--- config.mk ---
export PLATFORM = sky130hd
export DESIGN_NAME = ccsds_turbo_out_monitor
export DESIGN_NICKNAME = d
export VERILOG_FILES = /design/src/rtl/ccsds_turbo_pkg.sv /design/src/rtl/ccsds_turbo_out_monitor_crc.sv /design/src/rtl/ccsds_turbo_out_monitor.sv
export SDC_FILE = /design/constraint.sdc
export NUM_CORES = 1
export LEC_CHECK = 0
export ABC_AREA = 1
export CORE_MARGIN = 2
export CORE_UTILIZATION = 55
export CTS_CLUSTER_SIZE = 10
export DETAILED_ROUTE_END_ITERATION = 16
export PLACE_DENSITY = 0.87
export SLEW_MARGIN = 40
export SYNTH_ARGS = -nofsm -noshare
export SYNTH_HDL_FRONTEND = slang
export SYNTH_SLANG_ARGS = --single-unit
--- constraint.sdc ---
create_clock -name clk -period 4 [get_ports clk]
set_clock_uncertainty 0.05 [all_clocks]
set_input_delay 1 -clock clk [delete_from_list [all_inputs] [get_ports clk]]
set_output_delay 1 -clock clk [all_outputs]
set_load 0.1 [all_outputs]
--- src/rtl/ccsds_turbo_pkg.sv ---
// ccsds_turbo_pkg: shared types, constants and helpers for the turbo encoder output monitor.
package ccsds_turbo_pkg;
    typedef enum logic {IDLE = 1'b0, RUN = 1'b1} mon_state_t;
    localparam logic [15:0] CRC16_POLY = 16'h1021;
    localparam logic [15:0] CRC16_INIT = 16'hFFFF;
    localparam int FRAME_CNT_W = 16;
    localparam int ERR_CNT_W = 8;
    function automatic logic [15:0] sat_inc(input logic [15:0] v, input logic [15:0] max);
        return (v == max) ? v : v + 16'd1;
    endfunction
endpackage

--- src/rtl/ccsds_turbo_out_monitor_crc.sv ---
// ccsds_crc16_step: one-cycle CRC-16-CCITT update over RATE bits, MSB (bit RATE-1) first.
module ccsds_crc16_step
    import ccsds_turbo_pkg::*;
#(
    parameter int RATE = 2
) (
    input  logic [15:0]     crc_in,
    input  logic [RATE-1:0] din,
    output logic [15:0]     crc_out
);
    always_comb begin
        crc_out = crc_in;
        for (int i = RATE - 1; i >= 0; i--)
            crc_out = {crc_out[14:0], 1'b0} ^ ((crc_out[15] ^ din[i]) ? CRC16_POLY : 16'h0000);
    end
endmodule

--- src/rtl/ccsds_turbo_out_monitor.sv ---
// ccsds_turbo_out_monitor: frame delimiter, counters, gap-timeout checker for the encoder output.
// Define MON_CRC_EN to get a per-frame CRC-16 signature on o_sig; otherwise o_sig stays 0.
module ccsds_turbo_out_monitor
    import ccsds_turbo_pkg::*;
#(
    parameter int K       = 8160,
    parameter int RATE    = 2,
    parameter int TAIL    = 4,
    parameter int GAP_MAX = 64,
    localparam int CW     = $clog2(K + TAIL + 1)
) (
    input  logic                   clk,
    input  logic                   rst,
    input  logic                   enable,
    input  logic                   i_clr,
    input  logic [RATE-1:0]        i_data,
    input  logic                   i_data_valid,
    output logic                   o_frame_start,
    output logic                   o_frame_done,
    output logic [CW-1:0]          o_sym_cnt,
    output logic [FRAME_CNT_W-1:0] o_frame_cnt,
    output logic [ERR_CNT_W-1:0]   o_err_cnt,
    output logic                   o_gap_err,
    output logic [15:0]            o_sig
);
    localparam int N  = K + TAIL;
    localparam int GW = $clog2(GAP_MAX + 1);

    mon_state_t    state, state_n;
    logic [CW-1:0] sym_n;
    logic [GW-1:0] gap_cnt, gap_n;
    logic          accept, start, done, abort;

    assign accept = enable & i_data_valid;

    always_comb begin
        state_n = state;
        sym_n   = o_sym_cnt;
        gap_n   = gap_cnt;
        start   = 1'b0;
        done    = 1'b0;
        abort   = 1'b0;
        if (state == IDLE) begin
            if (accept) begin
                state_n = RUN;
                sym_n   = CW'(1);
                gap_n   = '0;
                start   = 1'b1;
            end
        end else if (!enable) begin
            state_n = IDLE;
            sym_n   = '0;
            gap_n   = '0;
        end else if (accept) begin
            gap_n = '0;
            if (o_sym_cnt == CW'(N - 1)) begin
                state_n = IDLE;
                sym_n   = '0;
                done    = 1'b1;
            end else
                sym_n = o_sym_cnt + CW'(1);
        end else if (gap_cnt == GW'(GAP_MAX - 1)) begin
            state_n = IDLE;
            sym_n   = '0;
            gap_n   = '0;
            abort   = 1'b1;
        end else
            gap_n = gap_cnt + GW'(1);
    end

    always_ff @(posedge clk) begin
        if (rst) begin
            state         <= IDLE;
            o_sym_cnt     <= '0;
            gap_cnt       <= '0;
            o_frame_start <= 1'b0;
            o_frame_done  <= 1'b0;
            o_frame_cnt   <= '0;
            o_err_cnt     <= '0;
            o_gap_err     <= 1'b0;
        end else begin
            state         <= state_n;
            o_sym_cnt     <= sym_n;
            gap_cnt       <= gap_n;
            o_frame_start <= start;
            o_frame_done  <= done;
            // clear takes priority over a same-cycle increment
            o_frame_cnt   <= i_clr ? '0 : done ? sat_inc(o_frame_cnt, 16'hFFFF) : o_frame_cnt;
            o_err_cnt     <= i_clr ? '0 : abort ? ERR_CNT_W'(sat_inc(16'(o_err_cnt), 16'h00FF)) : o_err_cnt;
            o_gap_err     <= !i_clr & (o_gap_err | abort);
        end
    end

`ifdef MON_CRC_EN
    logic [15:0] crc, crc_base, crc_next;

    assign crc_base = (state == IDLE) ? CRC16_INIT : crc;

    ccsds_crc16_step #(.RATE(RATE)) u_crc (
        .crc_in (crc_base),
        .din    (i_data),
        .crc_out(crc_next)
    );

    always_ff @(posedge clk) begin
        if (rst) begin
            crc   <= CRC16_INIT;
            o_sig <= '0;
        end else begin
            crc   <= (state_n == IDLE) ? CRC16_INIT : accept ? crc_next : crc;
            o_sig <= done ? crc_next : o_sig;
        end
    end
`else
    logic unused_data;

    assign unused_data = ^i_data;
    assign o_sig       = '0;
`endif
endmodule

After elaboration in Yosys (flattened, before gate mapping)
Index checks and enable logic that the tools add are counted.
{"block": "classes", "n_addsub": 4, "eq_ne": 5, "muxes": 25, "bitwise": 5, "n_reduce_logical": 7}
{"operator": "$mux W13", "count": 6}
{"operator": "$mux W7", "count": 5}
{"operator": "$add A16 B1 Y16 const B", "count": 1}
{"operator": "$eq A16 B16 Y1 const B", "count": 1}
{"operator": "$mux W1", "count": 14}
{"operator": "$add A13 B1 Y13 const B", "count": 1}
{"operator": "$eq A13 B13 Y1 const B", "count": 1}
{"operator": "$add A8 B1 Y8 const B", "count": 1}
{"operator": "$eq A8 B8 Y1 const B", "count": 1}
{"operator": "$add A7 B1 Y7 const B", "count": 1}
{"operator": "$eq A7 B6 Y1 const B", "count": 1}
{"operator": "$reduce_and A2 Y1", "count": 3}
{"operator": "$reduce_or A2 Y1", "count": 2}
{"operator": "$ne A3 B1 Y1 const B", "count": 1}
{"operator": "$and A1 B1 Y1", "count": 2}
{"operator": "$not A1 Y1", "count": 2}
{"operator": "$reduce_bool A2 Y1", "count": 1}
{"operator": "$logic_not A1 Y1", "count": 1}
{"operator": "$or A1 B1 Y1", "count": 1}
{"block": "totals", "register_bits": 48, "input_bits": 7, "wordCells": 54}

Depth between registers and ports, before layout
{"block": "logic_depth", "word_depth": 7, "depth_mapped": 11}

Worst setup path before layout
No wires, ideal clock.
{"block": "synth_timing", "path_kind": "register to register", "start": "register o_sym_cnt[1]", "end": "register o_frame_cnt[2]", "setup_ns": 0.133, "arrival_ns": 2.233, "t_required_ns": 3.817, "path_slack_ns": 1.584, "path_stages_with_launch": 10, "period_less_slack_ns": 2.416, "path_cell_list": "dfxtp_1 > ha_1 > nand2_1 > nor2_2 > nand3_2 > nor2_4 > nand2_4 > buf_8 > nand2_1 > a21oi_2"}
{"block": "synth_via", "elab_chain_len": 6}
{"element": "from (decl)", "line_no": "ccsds_turbo_out_monitor.sv:20", "rtl": "output logic [CW-1:0] o_sym_cnt,"}
{"element": "from (signal assigned)", "line_no": "ccsds_turbo_out_monitor.sv:83", "rtl": "o_sym_cnt <= sym_n;"}
{"element": "$eq A13 B13 Y1", "line_no": "ccsds_turbo_out_monitor.sv:56", "rtl": "if (o_sym_cnt == CW'(N - 1)) begin"}
{"element": "$mux W1", "line_no": "ccsds_turbo_out_monitor.sv:56"}
{"element": "$mux W1", "line_no": "ccsds_turbo_out_monitor.sv:54", "rtl": "end else if (accept) begin"}
{"element": "$mux W1", "line_no": "ccsds_turbo_out_monitor.sv:50", "rtl": "end else if (!enable) begin"}
{"element": "$mux W1", "line_no": "ccsds_turbo_out_monitor.sv:43", "rtl": "if (state == IDLE) begin"}
{"element": "$reduce_and A2 Y1 (no source line)"}
{"element": "to (signal assigned)", "line_no": "ccsds_turbo_out_monitor.sv:88", "rtl": "o_frame_cnt <= i_clr ? '0 : done ? sat_inc(o_frame_cnt, 16'hFFFF) : o_frame_cnt;"}
{"element": "to (decl)", "line_no": "ccsds_turbo_out_monitor.sv:21", "rtl": "output logic [FRAME_CNT_W-1:0] o_frame_cnt,"}
No other way between the ends.
A chain may end at the register's enable or synchronous reset.

Worst setup path in the final report
{"block": "layout_timing", "start": "input rst", "end": "register o_frame_cnt[6]"}
{"block": "layout_via", "elab_chain_len": 1}
{"element": "from (decl)", "line_no": "ccsds_turbo_out_monitor.sv:13", "rtl": "input logic rst,"}
{"element": "$reduce_or A2 Y1 (no source line)"}
No other way between the ends.

==> results.yml <==
route:
  top_layer: "met4"
  route.layer.met1.wl_mm: 2.86
  wl_met3_um: 384
  vias_per_cell: 5.21
  first_iter_violations: 232
  drc: 0
  wire_per_inst_um: 11.5
  met2WireLength_mm: 3.09
  detail-route-antenna-nets: 0
  vias: 2910
  routed_wl_mm: 6.43
  drt-pass1-iter-count: 5
grt:
  grt_pass1_wl_mm: 10.9
  grt_max_degree: 19
  grt_use_total: 0.223
  overflow: 0
  antenna_found_initial: 0
  grt_pass1_vias: 2520
clocking:
  cts_tree: "yes"
  cts_resized: 0
  postCtsSetupBuffers: 0
  cts_hold_buf: 0
  h-tree-depth: 2
  cts_sinks: 48
  cts-root-buf: "clkbuf_8"
  numCtsBuffers: 5
  clockBufferDepth: 2
  clk_pin_slew_ns: 0.09
  clk_latency_ns: 0.31
floorplanning:
  io_pins: 63
  die_y_um: 76.4
  fp.dieW_um: 76.4
  die_area_um2: 5830
  initial_utilization: 0.568
  core_area_um2: 5070
  fp-row-count: 26
setup_path:
  crit_fanout: 18
  startpoint_type: "input port"
  end_kind: "flip-flop"
  reg2reg_from: "gap_cnt[0]"
  reg2reg_depth: 10
  crit_required_ns: 4.17
  r2r_setup_slack_ns: 2.04
  r2r-end: "o_sym_cnt[7]"
  crit_arrival_ns: 2.90
  criticalPathCategory: "input port to flip-flop"
synthesis:
  yosysWarnings: 0
  ys_seq_area_frac: 0.333
  ys_ff_latch: 48
  postSynth.asyncResetShare: 0
  yosys.area.top_type_share: 0.333
  synth_flop_cell: "dfxtp_1"
  synthTopCellsByArea: "dfxtp_1 (33%), nand2_1 (17%), inv_1 (6.4%), nand3_1 (6.3%), nor2_1 (6.3%)"
  synthesis.area_um2: 2880
  synth_cell_type_count: 31
  yosysTopAreaCell: "dfxtp_1"
  synth_edf_count: 0
  syn_area_per_cell_um2: 6.52
  synthCells: 442
timing:
  fmaxAchievable_mhz: 366
  setup_viol: 0
  worstMarginPinSlew_ns: 0.568
  fin_setup_tns_ns: 0
  rsz0062_at_grt: "false"
  hold_violations: 0
  drv_slew: 0
  setup_ws_ns: 1.27
  relSlewSlack: 0.619
  finalCritPeriodShare: 0.683
  period_needed_ns: 2.73
hold_path:
  hp-class: "flip-flop to flip-flop"
  hold_depth: 2
  worstHoldEndpoint: "gap_cnt[6]"
  hp-start: "gap_cnt[6]"
place:
  post_dp_cell_area_um2: 3120
  hpwl_mm: 4.66
  port-buffer-count: 44
  post-place-ws_ns: 0.928
  gp_congestion: 0.929
layout:
  syn2layout_area_growth_pct: 11.3
  fin_nets: 499
  fill_cells: 493
  drive_above_1_share: 0.147
  diodes: 0
  design_area_um2: 3210
outcome:
  status: "complete, no violations"
power:
  power_density_nw_per_um2: 280
  peakVddDrop_mv: 0.163
  p_leak_nw: 1.40
run:
  cap_violations: 0
[layout make-up]
type,instances,area [µm²],share of cell area
Clock inverter,3,18.8,0.00585
Multi-Input combinational cell,336,1630,0.508
Timing Repair Buffer,45,248,0.0773
Inverter,52,195,0.0609
Clock buffer,5,68.8,0.0215
Tap cell,70,87.6,0.0273
Sequential cell,48,961,0.300
[power breakdown]
part,total (mW),switching (mW),internal (mW)
clock network,0.294,0.172,0.122
registers,0.483,0.00259,0.480
logic,0.120,0.107,0.0135
total,0.897,0.281,0.616
[cells in the final DEF (no fill, tap or decap), types with 3 or more instances in the layout]
master	count
xor2_1	4
conb_1	16
clkbuf_8	5
nand2_4	3
a21oi_1	33
clkdlybuf4s50_1	4
nor3_1	3
nand2_2	5
dfxtp_1	48
nor2_1	48
a21oi_2	3
buf_2	40
nand3b_1	3
ha_1	4
nand2_1	127
nand3_1	36
inv_1	49
nand4_1	12
o21ai_0	21
nor2_2	3
nor2_4	4
[cell families after synthesis]
logic type | synth area share
adders and majority gates | 0.0174
buffers and inverters | 0.121
DFF | 0.333
and+or+nand+nor | 0.395
xor gates and xnor gates | 0.0182
AOI/OAI and AO/OA | 0.114
other | 0.00130
[worst max-delay path, cell delays in order]
cell and delay, ns:
clkdlybuf4s50_1 0.40, buf_4 0.19, nor2_1 0.39, clkinv_1 0.62
a21oi_1 0.30
[cell usage after synthesis (4+ instances only)]
library cell and instances:
nand2_1 127, inv_1 49, dfxtp_1 48, nor2_1 48, nand3_1 36, a21oi_1 33, o21ai_0 21, buf_4 17
nand4_1 12, nand2_2 5, ha_1 4, nor2_4 4, xor2_1 4
[layer usage]
metal  vias up  track usage
met1      1326        0.283
met5         -            0
met2        98        0.383
met3        10       0.0367
li1       1476            -
met4         0       0.0782
[flip-flops by register name (all words and copies together), names as in the netlist]
register,flops
state,1
o_gap_err,1
o_sym_cnt,13
o_frame_start,1
o_frame_done,1
gap_cnt,7
o_err_cnt,8
o_frame_cnt,16
[metrics by stage]
step | total power [mW] | hold slack, ns | util | std cells
6_report | 0.897 | 0.409 | 0.632 | 559
5_1_grt | 0.934 | 0.450 | 0.632 | 559
4_1_cts | 0.907 | 0.410 | 0.632 | 559
3_5_place_dp | 0.613 | 0.392 | 0.615 | 551
3_3_place_gp | 0.614 | 0.393 | 0.654 | 551
2_1_floorplan | 0.611 | 0.379 | - | 457
[worst max-delay path by stage]
stage | cells after the start | end | start | slack, ns
finish | 5 | o_frame_cnt[6] | rst | 1.27
global route | 5 | o_frame_cnt[10] | rst | 1.13
CTS | 5 | o_frame_cnt[10] | rst | 1.25
detailed placement | 5 | o_frame_cnt[6] | rst | 0.93
global placement | 5 | o_frame_cnt[13] | rst | 1.0
floorplan | 9 | o_frame_cnt[2] | o_sym_cnt[1] | 1.58
(Power assumes the default switching activity.)
